## src/rtl/hamming_pkg.sv

```systemverilog
// hamming_pkg: shared constants, position maps and FSM states for the SECDED(16,11) receive path.
package hamming_pkg;
    localparam int NBITS = 16;
    localparam int DBITS = 11;
    localparam int PAR_POS [4] = '{1, 2, 4, 8};
    localparam int DATA_POS [DBITS] = '{3, 5, 6, 7, 9, 10, 11, 12, 13, 14, 15};

    typedef enum logic [1:0] {IDLE, SHIFT, DECODE, HOLD} state_t;

    // Syndrome bit j is the parity of every position whose index has PAR_POS[j] set,
    // i.e. the XOR of the indices of all set positions.
    function automatic logic [3:0] syndrome(input logic [NBITS-1:0] cw);
        logic [3:0] s;
        s = '0;
        for (int j = 0; j < 4; j++)
            for (int i = 1; i < NBITS; i++)
                if ((i & PAR_POS[j]) != 0) s[j] = s[j] ^ cw[i];
        return s;
    endfunction
endpackage

```

## src/rtl/hamming_secded_dec.sv

```systemverilog
// hamming_secded_dec: combinational SECDED(16,11) decode of one assembled codeword.
module hamming_secded_dec
    import hamming_pkg::*;
(
    input  logic [NBITS-1:0] cw,
    output logic [3:0]       syn,
    output logic             par,
    output logic [DBITS-1:0] data,
    output logic             single_err,
    output logic             double_err
);
    logic [NBITS-1:0] fix;

    assign syn        = syndrome(cw);
    assign par        = ^cw;
    assign fix        = cw ^ (NBITS'(par) << syn);
    assign single_err = par;
    assign double_err = !par && (syn != 4'd0);

    for (genvar i = 0; i < DBITS; i++) begin : g_data
        assign data[i] = fix[DATA_POS[i]];
    end
endmodule

```

## src/rtl/hamming_rx_deser.sv

```systemverilog
// hamming_rx_deser: assembles serial SECDED(16,11) codewords, decodes them and
// presents corrected data with error status on a valid/ready handshake.
module hamming_rx_deser
    import hamming_pkg::*;
(
    input  logic             clk,
    input  logic             rst_n,
    input  logic             din,
    input  logic             din_valid,
    input  logic             sof,
    output logic [DBITS-1:0] dout,
    output logic             dout_valid,
    input  logic             dout_ready,
    output logic             single_err,
    output logic             double_err,
    output logic [3:0]       err_pos,
    output logic             overrun,
    output logic             resync
);
    state_t           state;
    logic [3:0]       cnt;
    logic [NBITS-1:0] sr;
    logic [3:0]       dec_syn;
    logic             dec_par;
    logic [DBITS-1:0] dec_data;
    logic             dec_single;
    logic             dec_double;

    hamming_secded_dec u_dec (
        .cw        (sr),
        .syn       (dec_syn),
        .par       (dec_par),
        .data      (dec_data),
        .single_err(dec_single),
        .double_err(dec_double)
    );

    always_ff @(posedge clk or negedge rst_n) begin
        if (!rst_n) begin
            state      <= IDLE;
            cnt        <= '0;
            sr         <= '0;
            dout       <= '0;
            dout_valid <= 1'b0;
            single_err <= 1'b0;
            double_err <= 1'b0;
            err_pos    <= '0;
            overrun    <= 1'b0;
            resync     <= 1'b0;
        end else begin
            overrun <= 1'b0;
            resync  <= 1'b0;
            case (state)
                IDLE: begin
                    if (din_valid && sof) begin
                        sr    <= {{(NBITS-1){1'b0}}, din};
                        cnt   <= 4'd1;
                        state <= SHIFT;
                    end
                end
                SHIFT: begin
                    if (din_valid && sof) begin
                        sr     <= {{(NBITS-1){1'b0}}, din};
                        cnt    <= 4'd1;
                        resync <= 1'b1;
                    end else if (din_valid) begin
                        sr[cnt] <= din;
                        cnt     <= cnt + 4'd1;
                        if (cnt == 4'd15) state <= DECODE;
                    end
                end
                DECODE: begin
                    dout       <= dec_data;
                    single_err <= dec_single;
                    double_err <= dec_double;
                    err_pos    <= dec_par ? dec_syn : 4'd0;
                    overrun    <= din_valid && sof;
                    state      <= HOLD;
                end
                HOLD: begin
                    // Results were latched in DECODE; valid rises one edge later.
                    overrun <= din_valid && sof;
                    if (!dout_valid) dout_valid <= 1'b1;
                    else if (dout_ready) begin
                        dout_valid <= 1'b0;
                        state      <= IDLE;
                    end
                end
                default: state <= IDLE;
            endcase
        end
    end
endmodule
```

## config.mk

```make
export PLATFORM = sky130hd
export DESIGN_NAME = hamming_rx_deser
export DESIGN_NICKNAME = d
export VERILOG_FILES = /design/src/rtl/hamming_pkg.sv /design/src/rtl/hamming_secded_dec.sv /design/src/rtl/hamming_rx_deser.sv
export SDC_FILE = /design/constraint.sdc
export NUM_CORES = 1
export LEC_CHECK = 0
export ABC_CLOCK_PERIOD_IN_PS = 5800
export CAP_MARGIN = 20
export CORE_UTILIZATION = 45
export CTS_BUF_LIST = sky130_fd_sc_hd__clkbuf_16
export CTS_CLUSTER_SIZE = 24
export DETAILED_ROUTE_END_ITERATION = 16
export PLACE_DENSITY = 0.65
export SYNTH_ARGS = -nofsm -noshare
export SYNTH_HDL_FRONTEND = slang
export SYNTH_SLANG_ARGS = --single-unit
```

## constraint.sdc

```tcl
create_clock -name clk -period 5.8 [get_ports clk]
set_input_delay 0.58 -clock clk [delete_from_list [all_inputs] [get_ports clk]]
set_output_delay 0.58 -clock clk [all_outputs]
set_load 0.01 [all_outputs]
```

==> results of run 1 <==
-- power groups by stage --
| stage | Combinational [uW] | Clock [uW] | Sequential [uW] |
|---|---|---|---|
| detailed placement | 956 | 0 | 496 |
| global placement | 941 | 0 | 491 |
| floorplan | 689 | 0 | 488 |
| CTS | 958 | 320 | 491 |
| global route | 1070 | 333 | 507 |
| finish | 956 | 310 | 490 |
-- layout make-up --
type	count	area, sq um	share of cell area
clock buffers	5	125	0.0414
repair buffers	26	253	0.0836
flip-flops and latches	42	1050	0.348
multi-input cells	209	1440	0.475
well taps	72	90.1	0.0298
clock inverters	3	40.0	0.0132
inverters	8	30.0	0.00993
-- state kept, by name (all words and copies together), names as in the netlist --
register    flops
dout_valid      1
single_err      1
double_err      1
sr             16
state           2
resync          1
overrun         1
dout           11
cnt             4
err_pos         4
-- cells by family (layout without fill, tap and decap cells) --
kind of cell | Yosys count | after routing | share of synthesized area
compound gates | 48 | 48 | 0.113
simple gates | 100 | 100 | 0.193
fa+ha+maj | 8 | 8 | 0.0391
xor+xnor | 38 | 38 | 0.155
mux | 15 | 15 | 0.0601
buf+inv | 20 | 42 | 0.0293
flops | 42 | 42 | 0.410
-- per-stage QoR --
step / total power (uW) / instance area (sq um) / hold WS (ns) / instances / utilization
after floorplan: 1180 / 2560 / 0.284 / 271 / -
after global placement: 1430 / 2860 / 0.480 / 357 / 0.519
after detailed placement: 1450 / 2860 / 0.497 / 357 / 0.519
after CTS: 1770 / 3020 / 0.469 / 365 / 0.549
after global routing: 1910 / 3020 / 0.523 / 365 / 0.549
final: 1760 / 3020 / 0.435 / 365 / 0.549
-- per-layer routing --
metal	routed length (um)	track usage
met5	0	0
met4	48	0.0585
met3	142	0.0365
met2	2470	0.313
met1	2380	0.242
-- layout by cell type, fill, tap and decap left out, types with 7 or more instances in the layout --
cell	instances
dfrtp_1	42
nor2_1	36
clkdlybuf4s50_1	24
xnor2_1	18
nand3_1	17
xor2_1	14
o21ai_0	14
mux2i_1	12
nand2_1	11
a21oi_1	11
nand4_1	9
inv_1	8
a31oi_1	8
ha_1	8
or4_1	7
-- worst paths after layout --
| check | to | depth (start not counted) | slack (ns) |
|---|---|---|---|
| hold / removal | err_pos[2] | 1 | 0.43 |
| setup reg to reg | dout[3] | 6 | 3.03 |
| min in group clk | dout[10] | 2 | 0.50 |
| max in group asynchronous | sr[1] | 1 | 4.78 |
| hold reg to reg | dout[10] | 2 | 0.50 |
| setup / recovery | dout[3] | 6 | 3.03 |
==> impl_metrics.env, run 1 <==
export IMPL_postCtsSetupBuffers=0
export IMPL_path_cells="xnor3_2, xnor2_4, xnor2_2, xor2_1, o31ai_1, a31oi_1"
export IMPL_p_sw_frac=0.435
export IMPL_synthDominantCellAreaShare=0.410
export IMPL_viasPerCell=5.39
export IMPL_syn_avg_cell_area_sq_um=9.45
export IMPL_ys_warn_count=0
export IMPL_status="finished clean"
export IMPL_async_flop_share=1.00
export IMPL_path_delay_family="XOR/XNOR gates"
export IMPL_antenna_found_initial=0
export IMPL_cts_htree_levels=2
export IMPL_synth_cell_types=34
export IMPL_synth_area_sq_mm=0.00256
export IMPL_grt_max_degree=43
export IMPL_worstSetupStartpoint="sr[13]"
export IMPL_hold_viol_final=0
export IMPL_dp_worst_setup_slack_ns=3.03
export IMPL_slew_headroom=0.349
export IMPL_area_delta_synth_final_pct=18.1
export IMPL_setup_ws_ns=3.03
export IMPL_ios=26
export IMPL_cts_resized=0
export IMPL_crit_fanout=17
export IMPL_grt_pass1_wl_um=8960
export IMPL_ys_flop_type="dfrtp_1"
export IMPL_rsz0062_at_grt="no"
export IMPL_cts_tree="built"
export IMPL_final_layout_size_suffix_gt1_frac=0.0683
export IMPL_setup_violations_final=0
export IMPL_vias=1969
export IMPL_p_leak_uw=0.00130
export IMPL_clock_sinks=42
export IMPL_crit_buf_inv=0
export IMPL_critPathLaunchType="flip-flop"
export IMPL_clkTransAtPathRegs_ns=0.06
export IMPL_ant_nets=0
export IMPL_cts_buffers=5
export IMPL_layout_nets=306
export IMPL_gr_total_overflow=0
export IMPL_first_pass_iters=4
export IMPL_maxCapViolations=0
export IMPL_synth_seq_cells=42
export IMPL_dieHeight_um=77.4
export IMPL_syn_num_nets=285
export IMPL_nFillCells=492
export IMPL_rr_startpoint="sr[13]"
export IMPL_powerDensity_mw_per_mm2=581
export IMPL_dieArea_sq_mm=0.00600
export IMPL_drcViolationCount=0
export IMPL_cts_root_buf="clkbuf_16"
export IMPL_finalMaxSlewViolations=0
export IMPL_ctsHoldBuffers=0
export IMPL_die_width_um=77.4
export IMPL_fin_crit_sh=0.478
export IMPL_min_path_type="input pin to asynchronous set/reset pin"
export IMPL_synth_commonest_cells="dfrtp_1, nor2_1, xnor2_1, nand3_1"
export IMPL_diodes=0
export IMPL_yosys_cell_count_top_type="dfrtp_1"
export IMPL_drtIter0Drc=133
export IMPL_grt_use_total=0.187
export IMPL_tns_ns=0
export IMPL_seq_area_frac_synth=0.410
export IMPL_clk_latency_ns=0.28
export IMPL_cp_slowest_cell="xor2_1"
export IMPL_critPathKind="flip-flop to flip-flop"
export IMPL_port_buffers=25
export IMPL_clock_path_buffers=2
export IMPL_p_seq_frac=0.279
export IMPL_comb_power_share=0.544
export IMPL_end_kind="flip-flop"
export IMPL_fin_skew_ns=0.00463
export IMPL_gp_congestion=0.874
export IMPL_grt_pass1_vias=1938
export IMPL_fin_crit_ns=2.77
export IMPL_ir_drop_uv=224
export IMPL_hpwl_um=3730
export IMPL_p_switching_uw=764
export IMPL_wire_per_inst_um=13.8
export IMPL_clockPowerShare=0.177
export IMPL_core_sq_mm=0.00551
export IMPL_routed_wl_um=5040
export IMPL_synth_edff_count=0
export IMPL_syn_inst=271
export IMPL_clock_fmax_ghz=0.361
export IMPL_worst_slew_pin_slew_ns=0.973
export IMPL_synthTopCellsByArea="dfrtp_1, xnor2_1, nor2_1, xor2_1, mux2i_1"
export IMPL_internal_power_uw=992
export IMPL_crit_arrival_ns=2.97
export IMPL_yosysTopAreaCell="dfrtp_1"
export IMPL_slowest_delay_ns=0.80
export IMPL_cp_data_required_time_ns=6.00
export IMPL_start_util=0.465
export IMPL_rows=27
Power figures use the tool's default switching activity.
==> run 2, diff against run 1 <==
--- a/config.mk
+++ b/config.mk
@@ -5,7 +5,7 @@
 export SDC_FILE = /design/constraint.sdc
 export NUM_CORES = 1
 export LEC_CHECK = 0
-export ABC_CLOCK_PERIOD_IN_PS = 5800
+export ABC_CLOCK_PERIOD_IN_PS = 2800
 export CAP_MARGIN = 20
 export CORE_UTILIZATION = 45
 export CTS_BUF_LIST = sky130_fd_sc_hd__clkbuf_16
==> constraint.sdc (replaced) <==
create_clock -name clk -period 2.8 [get_ports clk]
set_input_delay 0.28 -clock clk [delete_from_list [all_inputs] [get_ports clk]]
set_output_delay 0.28 -clock clk [all_outputs]
set_load 0.01 [all_outputs]
==> run 2 against run 1 <==
Routed wire length rose by 4.0%. First-iteration DRC count is 14% higher. Critical endpoint is now dout[6]. Non-clock buffer count up 5. Fmax rose by 8.5%.
==> impl_metrics.env, run 2 (synthesis results as in run 1) <==
export IMPL_status="finished clean"
export IMPL_dieHeight_um=77.4
export IMPL_fin_skew_ns=0.00471
export IMPL_grt_max_degree=43
export IMPL_postCtsSetupBuffers=0
export IMPL_powerDensity_mw_per_mm2=1210
export IMPL_critPathKind="flip-flop to flip-flop"
export IMPL_crit_fanout=17
export IMPL_fin_crit_ns=2.55
export IMPL_cts_root_buf="clkbuf_16"
export IMPL_largest_registers="sr (16), dout (11)"
export IMPL_clock_sinks=42
export IMPL_r2r_slack_ns=0.25
export IMPL_viasPerCell=5.36
export IMPL_grt_pass1_vias=1884
export IMPL_top_register="sr"
export IMPL_diodes=0
export IMPL_ctsHoldBuffers=0
export IMPL_grt_use_total=0.195
export IMPL_wire_per_inst_um=14.2
export IMPL_ant_nets=0
export IMPL_clk_latency_ns=0.28
export IMPL_hpwl_um=3830
export IMPL_cts_htree_levels=2
export IMPL_rows=27
export IMPL_final_layout_size_suffix_gt1_frac=0.0805
export IMPL_tns_ns=0
export IMPL_cts_buffers=5
export IMPL_gp_congestion=0.930
export IMPL_ir_drop_uv=659
export IMPL_dieArea_sq_mm=0.00600
export IMPL_first_pass_iters=4
export IMPL_worst_slew_pin_slew_ns=0.931
export IMPL_critPathLaunchType="flip-flop"
export IMPL_r2r_end="dout[6]"
export IMPL_maxCapViolations=0
export IMPL_worstRegToRegCells=7
export IMPL_core_sq_mm=0.00551
export IMPL_vias=1983
export IMPL_rsz0062_at_grt="no"
export IMPL_power_uw=3660
export IMPL_min_path_type="input pin to asynchronous set/reset pin"
export IMPL_clock_fmax_ghz=0.392
export IMPL_layout_nets=311
export IMPL_start_util=0.465
export IMPL_drtIter0Drc=152
export IMPL_cts_resized=0
export IMPL_port_buffers=25
export IMPL_die_width_um=77.4
export IMPL_routed_wl_um=5240
export IMPL_slew_headroom=0.380
export IMPL_clkTransAtPathRegs_ns=0.06
export IMPL_clock_path_buffers=2
export IMPL_layout_commonest_cell="dfrtp_1"
export IMPL_rr_startpoint="sr[13]"
export IMPL_cts_tree="built"
export IMPL_grt_pass1_wl_um=9110
export IMPL_drcViolationCount=0
export IMPL_fin_crit_sh=0.912
export IMPL_largest_reg_flops=16
export IMPL_gr_total_overflow=0
export IMPL_final_cell_mix="dfrtp_1, nor2_1, clkdlybuf4s50_1, xnor2_1, nand3_1"
export IMPL_hold_viol_final=0
export IMPL_crit_arrival_ns=2.75
export IMPL_antenna_found_initial=0
export IMPL_area_delta_synth_final_pct=18.6
export IMPL_cp_data_required_time_ns=3.00
export IMPL_setup_violations_final=0
export IMPL_end_kind="flip-flop"
export IMPL_finalMaxSlewViolations=0
export IMPL_p_leak_uw=0.00131
export IMPL_ios=26
## run 2: cell types whose count changed in the layout (fill, tap and decap cells not counted)
| cell | before | now |
|---|---|---|
| bufinv_16 | 1 | 0 |
| clkinv_2 | 2 | 1 |
| clkinvlp_4 | 0 | 1 |
| clkinv_1 | 0 | 1 |
| buf_4 | 1 | 6 |
## run 2: cell type report
| type | instances | area (sq um) |
|---|---|---|
| sequential | 42 | 1050 |
| clock buffer | 5 | 125 |
| tap | 72 | 90.1 |
| fill | 504 | 2470 |
| timing repair buffer | 31 | 290 |
| inverter | 8 | 30.0 |
| clock inverter | 3 | 16.3 |
| multi-input combinational | 209 | 1440 |
## run 2: critical path, cell delays in order, from the launching register on
cell and delay (ns):
dfrtp_1 0.43, xnor3_2 0.53, xnor2_4 0.31, xnor2_2 0.14, xor2_1 0.18, buf_4 0.19
or4_1 0.50, a31oi_1 0.18
## run 2: per-layer routing
metal | vias to the layer above | global-route usage | routed length (um)
li1 | 1007 | - | -
met1 | 935 | 0.256 | 2530
met2 | 37 | 0.318 | 2530
met3 | 4 | 0.0435 | 142
met4 | 0 | 0.0642 | 44
met5 | - | 0 | 0
## run 2: report_power, final
part,switching [uW],internal (uW)
Combinational,1180,913
Sequential,196,823
Clock,229,325
## run 2: per-stage QoR
| stage | cell area (sq um) | instances | hold slack [ns] | utilization | setup WS (ns) |
|---|---|---|---|---|---|
| 2_1_floorplan | 2560 | 271 | -0.0156 | - | 0.501 |
| 3_3_place_gp | 2900 | 362 | 0.475 | 0.526 | 0.345 |
| 3_5_place_dp | 2900 | 362 | 0.475 | 0.526 | 0.282 |
| 4_1_cts | 3040 | 370 | 0.171 | 0.552 | 0.252 |
| 5_1_grt | 3040 | 370 | 0.207 | 0.552 | 0.0984 |
| 6_report | 3040 | 370 | 0.134 | 0.552 | 0.246 |
## run 2: how the worst max path moves through the flow
stage	slack, ns	depth (start not counted)	from	end
after floorplan	0.50	7	sr[13]	dout[0]
final	0.25	7	sr[13]	dout[6]
after CTS	0.25	7	sr[13]	dout[6]
after detailed placement	0.28	7	sr[13]	dout[6]
after global placement	0.34	7	sr[13]	dout[6]
after global routing	0.1	7	sr[13]	dout[3]
==> run 3, diff against run 2 <==
--- a/config.mk
+++ b/config.mk
@@ -6,7 +6,6 @@
 export NUM_CORES = 1
 export LEC_CHECK = 0
 export ABC_CLOCK_PERIOD_IN_PS = 2800
-export CAP_MARGIN = 20
 export CORE_UTILIZATION = 45
 export CTS_BUF_LIST = sky130_fd_sc_hd__clkbuf_16
 export CTS_CLUSTER_SIZE = 24
==> results of run 3 <==
Final layout, timing and power as in run 2 (identical DEF).
